$ cat src/rtl/addr_decoder_n_if.sv
// Bus bundle between a master's serial address port, the decoder and the slave ports.
interface addr_decoder_n_if #(
  parameter int NUM_SLAVES = 3,
  parameter int SEL_WIDTH  = $clog2(NUM_SLAVES)
);
  logic                  mwdata;
  logic                  mvalid;
  logic                  ssplit;
  logic                  split_grant;
  logic [NUM_SLAVES-1:0] sready;
  logic [NUM_SLAVES-1:0] mvalid_o;
  logic [SEL_WIDTH-1:0]  ssel;
  logic                  ack;
  logic                  dec_err;
  logic                  timeout;
  logic                  split_pending;

  // Environment side: the bus master plus the slaves' ready/split lines.
  modport master (
    output mwdata, mvalid, ssplit, split_grant, sready,
    input  mvalid_o, ssel, ack, dec_err, timeout, split_pending
  );

  modport slave (
    input  mwdata, mvalid, ssplit, split_grant, sready,
    output mvalid_o, ssel, ack, dec_err, timeout, split_pending
  );
endinterface

$ cat src/rtl/addr_decoder_n.sv
// Serial (LSB-first) slave-address decoder with one-hot valid routing,
// single-entry split save/resume and optional WAIT timeout.
module addr_decoder_n #(
  parameter int NUM_SLAVES        = 3,
  parameter int DEVICE_ADDR_WIDTH = 4,
  parameter int SEL_WIDTH         = $clog2(NUM_SLAVES),
  parameter int TIMEOUT_CYCLES    = 0
) (
  input logic             clk,
  input logic             rstn,
  addr_decoder_n_if.slave bus
);

  localparam int W      = DEVICE_ADDR_WIDTH;
  localparam int CNT_W  = $clog2(W);
  localparam int WCNT_W = (TIMEOUT_CYCLES > 1) ? $clog2(TIMEOUT_CYCLES) : 1;

  localparam logic [CNT_W-1:0]  LAST_BIT  = CNT_W'(W - 1);
  localparam logic [WCNT_W-1:0] WAIT_LAST =
    WCNT_W'((TIMEOUT_CYCLES > 0) ? (TIMEOUT_CYCLES - 1) : 0);

  typedef enum logic [1:0] {
    S_IDLE,
    S_ADDR,
    S_CONNECT,
    S_WAIT
  } state_t;

  state_t                state_q, state_d;
  logic [W-1:0]          addr_q, addr_d;
  logic [CNT_W-1:0]      bit_cnt_q, bit_cnt_d;
  logic [SEL_WIDTH-1:0]  ssel_q, ssel_d;
  logic [W-1:0]          split_addr_q, split_addr_d;
  logic                  split_pend_q, split_pend_d;
  logic [WCNT_W-1:0]     wait_cnt_q, wait_cnt_d;

  logic                  addr_rdy;
  logic                  ack_c;
  logic                  dec_err_c;
  logic                  timeout_c;
  logic [NUM_SLAVES-1:0] mvalid_o_c;

  // Only in-range addresses ever select an sready bit; others read as not ready.
  always_comb begin
    addr_rdy = 1'b0;
    for (int unsigned i = 0; i < NUM_SLAVES; i++) begin
      if (addr_q == W'(i)) addr_rdy = bus.sready[i];
    end
  end

  always_comb begin
    state_d      = state_q;
    addr_d       = addr_q;
    bit_cnt_d    = bit_cnt_q;
    ssel_d       = ssel_q;
    split_addr_d = split_addr_q;
    split_pend_d = split_pend_q;
    wait_cnt_d   = wait_cnt_q;
    ack_c        = 1'b0;
    dec_err_c    = 1'b0;
    timeout_c    = 1'b0;

    case (state_q)
      S_IDLE: begin
        if (bus.mvalid) begin
          addr_d[0] = bus.mwdata;
          bit_cnt_d = CNT_W'(1);
          state_d   = S_ADDR;
        end else if (bus.split_grant && split_pend_q) begin
          addr_d       = split_addr_q;
          ssel_d       = split_addr_q[SEL_WIDTH-1:0];
          split_pend_d = 1'b0;
          wait_cnt_d   = '0;
          state_d      = S_WAIT;
        end
      end

      S_ADDR: begin
        for (int unsigned i = 0; i < W; i++) begin
          if (bit_cnt_q == CNT_W'(i)) addr_d[i] = bus.mwdata;
        end
        if (bit_cnt_q == LAST_BIT) begin
          bit_cnt_d = '0;
          ssel_d    = addr_d[SEL_WIDTH-1:0];
          state_d   = S_CONNECT;
        end else begin
          bit_cnt_d = bit_cnt_q + CNT_W'(1);
        end
      end

      S_CONNECT: begin
        if (addr_rdy) begin
          ack_c = 1'b1;
          if (bus.mvalid) begin
            wait_cnt_d = '0;
            state_d    = S_WAIT;
          end
        end else begin
          dec_err_c = 1'b1;
          state_d   = S_IDLE;
        end
      end

      S_WAIT: begin
        // Split beats ready, and any exit condition beats the timeout.
        if (bus.ssplit) begin
          split_addr_d = addr_q;
          split_pend_d = 1'b1;
          state_d      = S_IDLE;
        end else if (addr_rdy) begin
          state_d = S_IDLE;
        end else if ((TIMEOUT_CYCLES > 0) && (wait_cnt_q == WAIT_LAST)) begin
          timeout_c = 1'b1;
          state_d   = S_IDLE;
        end else begin
          wait_cnt_d = wait_cnt_q + WCNT_W'(1);
        end
      end

      default: state_d = S_IDLE;
    endcase
  end

  always_comb begin
    mvalid_o_c = '0;
    if (state_q == S_WAIT) begin
      for (int unsigned i = 0; i < NUM_SLAVES; i++) begin
        mvalid_o_c[i] = bus.mvalid & (ssel_q == SEL_WIDTH'(i));
      end
    end
  end

  always_ff @(posedge clk or negedge rstn) begin
    if (!rstn) begin
      state_q      <= S_IDLE;
      addr_q       <= '0;
      bit_cnt_q    <= '0;
      ssel_q       <= '0;
      split_addr_q <= '0;
      split_pend_q <= 1'b0;
      wait_cnt_q   <= '0;
    end else begin
      state_q      <= state_d;
      addr_q       <= addr_d;
      bit_cnt_q    <= bit_cnt_d;
      ssel_q       <= ssel_d;
      split_addr_q <= split_addr_d;
      split_pend_q <= split_pend_d;
      wait_cnt_q   <= wait_cnt_d;
    end
  end

  assign bus.mvalid_o      = mvalid_o_c;
  assign bus.ssel          = ssel_q;
  assign bus.ack           = ack_c;
  assign bus.dec_err       = dec_err_c;
  assign bus.timeout       = timeout_c;
  assign bus.split_pending = split_pend_q;

endmodule

$ cat src/flat_wrapper.sv
// flat-port wrapper written by rule: the top's interface ports become plain ports
module addr_decoder_n_flat 
#(
  parameter int NUM_SLAVES        = 3,
  parameter int DEVICE_ADDR_WIDTH = 4,
  parameter int SEL_WIDTH         = $clog2(NUM_SLAVES),
  parameter int TIMEOUT_CYCLES    = 0
)
  (clk, rstn, bus_mwdata, bus_mvalid, bus_ssplit, bus_split_grant, bus_sready, bus_mvalid_o, bus_ssel, bus_ack, bus_dec_err, bus_timeout, bus_split_pending);
  addr_decoder_n_if #(.NUM_SLAVES(NUM_SLAVES), .SEL_WIDTH(SEL_WIDTH)) bus_i ();
  input logic clk;
  input logic rstn;
  input wire logic [$bits(bus_i.mwdata)-1:0] bus_mwdata;
  input wire logic [$bits(bus_i.mvalid)-1:0] bus_mvalid;
  input wire logic [$bits(bus_i.ssplit)-1:0] bus_ssplit;
  input wire logic [$bits(bus_i.split_grant)-1:0] bus_split_grant;
  input wire logic [$bits(bus_i.sready)-1:0] bus_sready;
  output wire logic [$bits(bus_i.mvalid_o)-1:0] bus_mvalid_o;
  output wire logic [$bits(bus_i.ssel)-1:0] bus_ssel;
  output wire logic [$bits(bus_i.ack)-1:0] bus_ack;
  output wire logic [$bits(bus_i.dec_err)-1:0] bus_dec_err;
  output wire logic [$bits(bus_i.timeout)-1:0] bus_timeout;
  output wire logic [$bits(bus_i.split_pending)-1:0] bus_split_pending;
  assign bus_i.mwdata = bus_mwdata;
  assign bus_i.mvalid = bus_mvalid;
  assign bus_i.ssplit = bus_ssplit;
  assign bus_i.split_grant = bus_split_grant;
  assign bus_i.sready = bus_sready;
  assign bus_mvalid_o = bus_i.mvalid_o;
  assign bus_ssel = bus_i.ssel;
  assign bus_ack = bus_i.ack;
  assign bus_dec_err = bus_i.dec_err;
  assign bus_timeout = bus_i.timeout;
  assign bus_split_pending = bus_i.split_pending;
  addr_decoder_n #(.NUM_SLAVES(NUM_SLAVES), .DEVICE_ADDR_WIDTH(DEVICE_ADDR_WIDTH), .SEL_WIDTH(SEL_WIDTH), .TIMEOUT_CYCLES(TIMEOUT_CYCLES)) u_core (.clk(clk), .rstn(rstn), .bus(bus_i));
endmodule
$ cat config.mk
export PLATFORM = sky130hd
export DESIGN_NAME = addr_decoder_n_flat
export DESIGN_NICKNAME = d
export VERILOG_FILES = /design/src/rtl/addr_decoder_n_if.sv /design/src/rtl/addr_decoder_n.sv /design/src/flat_wrapper.sv
export SDC_FILE = /design/constraint.sdc
export NUM_CORES = 1
export LEC_CHECK = 0
export BUFFER_PORTS_ARGS = -buffer_cell sky130_fd_sc_hd__buf_2
export CORE_MARGIN = 2
export CORE_UTILIZATION = 53
export DETAILED_ROUTE_END_ITERATION = 10
export HOLD_SLACK_MARGIN = 0.1
export PLACE_DENSITY_LB_ADDON = 0.3
export SLEW_MARGIN = 5
export SYNTH_ARGS = -nofsm -noshare
export SYNTH_HDL_FRONTEND = slang
export SYNTH_SLANG_ARGS = --single-unit
$ cat constraint.sdc
create_clock -name clk -period 1.8 [get_ports clk]
set_input_delay 0.09 -clock clk [delete_from_list [all_inputs] [get_ports clk]]
set_output_delay 0.09 -clock clk [all_outputs]
set_load 0.03 [all_outputs]
==> impl_metrics.csv <==
group,metric,value,unit
pwr,p_seq_share,41.4,%
layout,diodes,0,
global_route,grt_use_total,19.8,%
timing,skew,0.00704,ns
clocking,cts.sinks,15,
clocking,cts_root_buf,"clkbuf_4",
clocking,cts_tree,"built",
detailed_routing,finalWirelength,1770,um
setup_path,crit_start,"u_core.addr_q[0]",
logic_synthesis,netlist_area,903,um2
clocking,clockBufferDepth,2,
pwr,p_int,0.000953,W
timing,final-hold-violation-count,0,
logic_synthesis,async_flop_share,100,%
timing,final.period_utilization,93.3,%
detailed_routing,drtIter0Drc,32,
floorplan,die_y,45.3,um
floorplan,coreArea,1560,um2
layout,stdcell_area,1020,um2
clocking,clkTransAtPathRegs,0.09,ns
placed_design,io_buffer_count,16,
pwr,combinationalPowerShare,47.2,%
layout,fin_util,65.3,%
pwr,power_density,1660,nW/um2
setup_path,cp_max_fo,6,
pwr,p_clk_share,11.4,%
logic_synthesis,synth_area_leaders,"dfrtp_1 42%, ha_1 5.5%, mux2_1 5.0%",
logic_synthesis,synth_flop_cell,"dfrtp_1",
detailed_routing,drcViolationCount,0,
detailed_routing,firstDrtPassIters,4,
setup_path,cp-end-kind,"output pin",
placed_design,place_congestion,0.805,
placed_design,dp_hpwl,1340,um
worst_hold_path,hold_class,"in2reg",
layout,area_delta_synth_final,12.7,%
logic_synthesis,synth-edff-count,0,
timing,min_period,1.68,ns
timing,rsz0062_at_grt,"false",
setup_path,arrival,1.59,ns
clocking,numCtsBuffers,3,
global_route,grt.overflow.total,0,
logic_synthesis,syn_avg_cell_area,9.51,um2
global_route,antenna_found_initial,0,
logic_synthesis,yosys_warnings,0,
pwr,ir_drop,1.16,mV
logic_synthesis,ys_seq_area_share,41.6,%
status,status,"complete, no violations",
detailed_routing,detail_route.wl_per_cell,13.9,um
floorplan,dieArea,2050,um2
layout,drive_gt1_share,20.7,%
logic_synthesis,ys_ff_latch,15,
global_route,grt_pass1_wl,2850,um
job,cap_violations,0,
setup_path,r2r-start,"u_core.addr_q[0]",
global_route,grt_pass1_vias,629,
setup_path,required,1.71,ns
setup_path,critical_path_class,"reg2out",
logic_synthesis,synthDistinctLibCells,35,
floorplan,initial_core_util,57.9,%
layout,fin_nets,125,
logic_synthesis,synth.largest_area_cell,"dfrtp_1",
global_route,grt_max_degree,17,
timing,setup_viol,0,
timing,fmax,596,MHz
logic_synthesis,synth_nets,108,
logic_synthesis,synth_cells,95,
worst_hold_path,min_from,"bus_ssplit",
pwr,power_leakage,0.486,nW
floorplan,chipWidth,45.3,um
pwr,p_sw,0.000737,W
layout,layout_common_cells,"15 x buf_2, 15 x dfrtp_1, 11 x nor2_1, 8 x nand2_1, 8 x a21oi_1",
logic_synthesis,synth_top_area_share,41.6,%
clocking,insertion_delay,0.28,ns
timing,tns,0,ns
setup_path,start_kind,"flip-flop",
pwr,swShare,43.6,%
detailed_routing,vias_per_cell,5.87,
detailed_routing,ant_nets,0,
placed_design,place_area,980,um2
detailed_routing,dr_total_vias,746,
floorplan,rows,14,
floorplan,io_pins,18,
timing,slew_violations,0,
clocking,htreeDepth,1,
[cell usage after synthesis, types with 2 or more instances]
library cell,number
ha_1,4
mux2_1,4
a211o_1,2
o21ai_1,3
nand2_1,8
nor2b_1,2
inv_1,3
clkbuf_1,3
nand2b_1,2
a211oi_1,2
nand3_1,2
a21oi_1,8
nor2_1,11
o22a_1,2
mux2i_1,4
nor3b_1,2
dfrtp_1,15
[final cells by class]
class | instances | area [um2]
Clock buffer | 4 | 26.3
Fill cell | 131 | 541
Inverter | 3 | 11.3
Multi-Input combinational cell | 72 | 493
Sequential cell | 15 | 375
Tap cell | 16 | 20.0
Timing Repair Buffer | 17 | 92.6
[logic make-up (layout without fill, tap and decap cells)]
group / count (synthesis) / count (layout) / synth area share (%)
other: 1 / 1 / 0.415
buffers and inverters: 8 / 24 / 3.88
multiplexers: 8 / 8 / 9.42
flip-flops: 15 / 15 / 41.6
adder cells (fa/ha/maj): 4 / 4 / 5.54
AO/OA/AOI/OAI: 24 / 24 / 18.3
AND/OR/NAND/NOR: 35 / 35 / 20.9
[critical path: stages (launching register included)]
cell and delay (ns):
dfrtp_1 0.45, nand2b_4 0.16, a211o_1 0.33, nor3_2 0.17
buf_4 0.20
[timing repair]
item                                    4_1_cts  5_1_grt
hold buffers                                  1        0
hold endpoints to repair                     15        0
buffers inserted                              0        0
gates resized for setup                       0        2
endpoints found under the setup margin        0        1
[state kept, by name, indices dropped and copies added (netlist names)]
name and flops:
u_core.addr_q 4, u_core.bus.ssel 2, u_core.bit_cnt_q 2, u_core.state_q 2, u_core.split_addr_q 4, u_core.bus.split_pending 1
[power by group through the flow]
stage | logic, W | clock network, W | registers (W)
4_1_cts | 0.000802 | 0.000193 | 0.000698
2_1_floorplan | 0.000623 | 0 | 0.000687
5_1_grt | 0.000894 | 0.000210 | 0.000728
3_5_place_dp | 0.000796 | 0 | 0.000703
6_report | 0.000797 | 0.000192 | 0.000700
3_3_place_gp | 0.000766 | 0 | 0.000696
[stage by stage]
step           worst slack [ns]  power, W  hold WS [ns]  cells
6_report                  0.121   0.00169         0.112    127
2_1_floorplan             0.113   0.00131        -0.206     95
3_5_place_dp              0.274   0.00150        0.0163    122
5_1_grt                 0.00311   0.00183         0.154    127
4_1_cts                  0.0794   0.00169         0.108    127
3_3_place_gp              0.325   0.00146       0.00952    122
[path summary, 6_finish.rpt]
path	slack (ns)	cells past startpoint	end
worst max-delay path	0.12	4	bus_ack
worst min-delay path	0.11	3	u_core.bus.split_pending
worst max register to register	0.26	4	u_core.state_q[1]
worst min register to register	0.51	1	u_core.split_addr_q[2]
max in group asynchronous	1.31	2	u_core.addr_q[1]
min in group asynchronous	0.23	2	u_core.bus.ssel[1]
[routing by layer]
layer  global-route usage (%)  wire length, um  up-vias  share of wire, %
met5                        0                0        -                 0
met4                     8.82               17        0              0.96
met3                     2.40               98        6               5.5
met2                     31.1              860       28                49
met1                     27.5              790      346                45
li1                         -                -      366                 -
(Power assumes the default switching activity.)
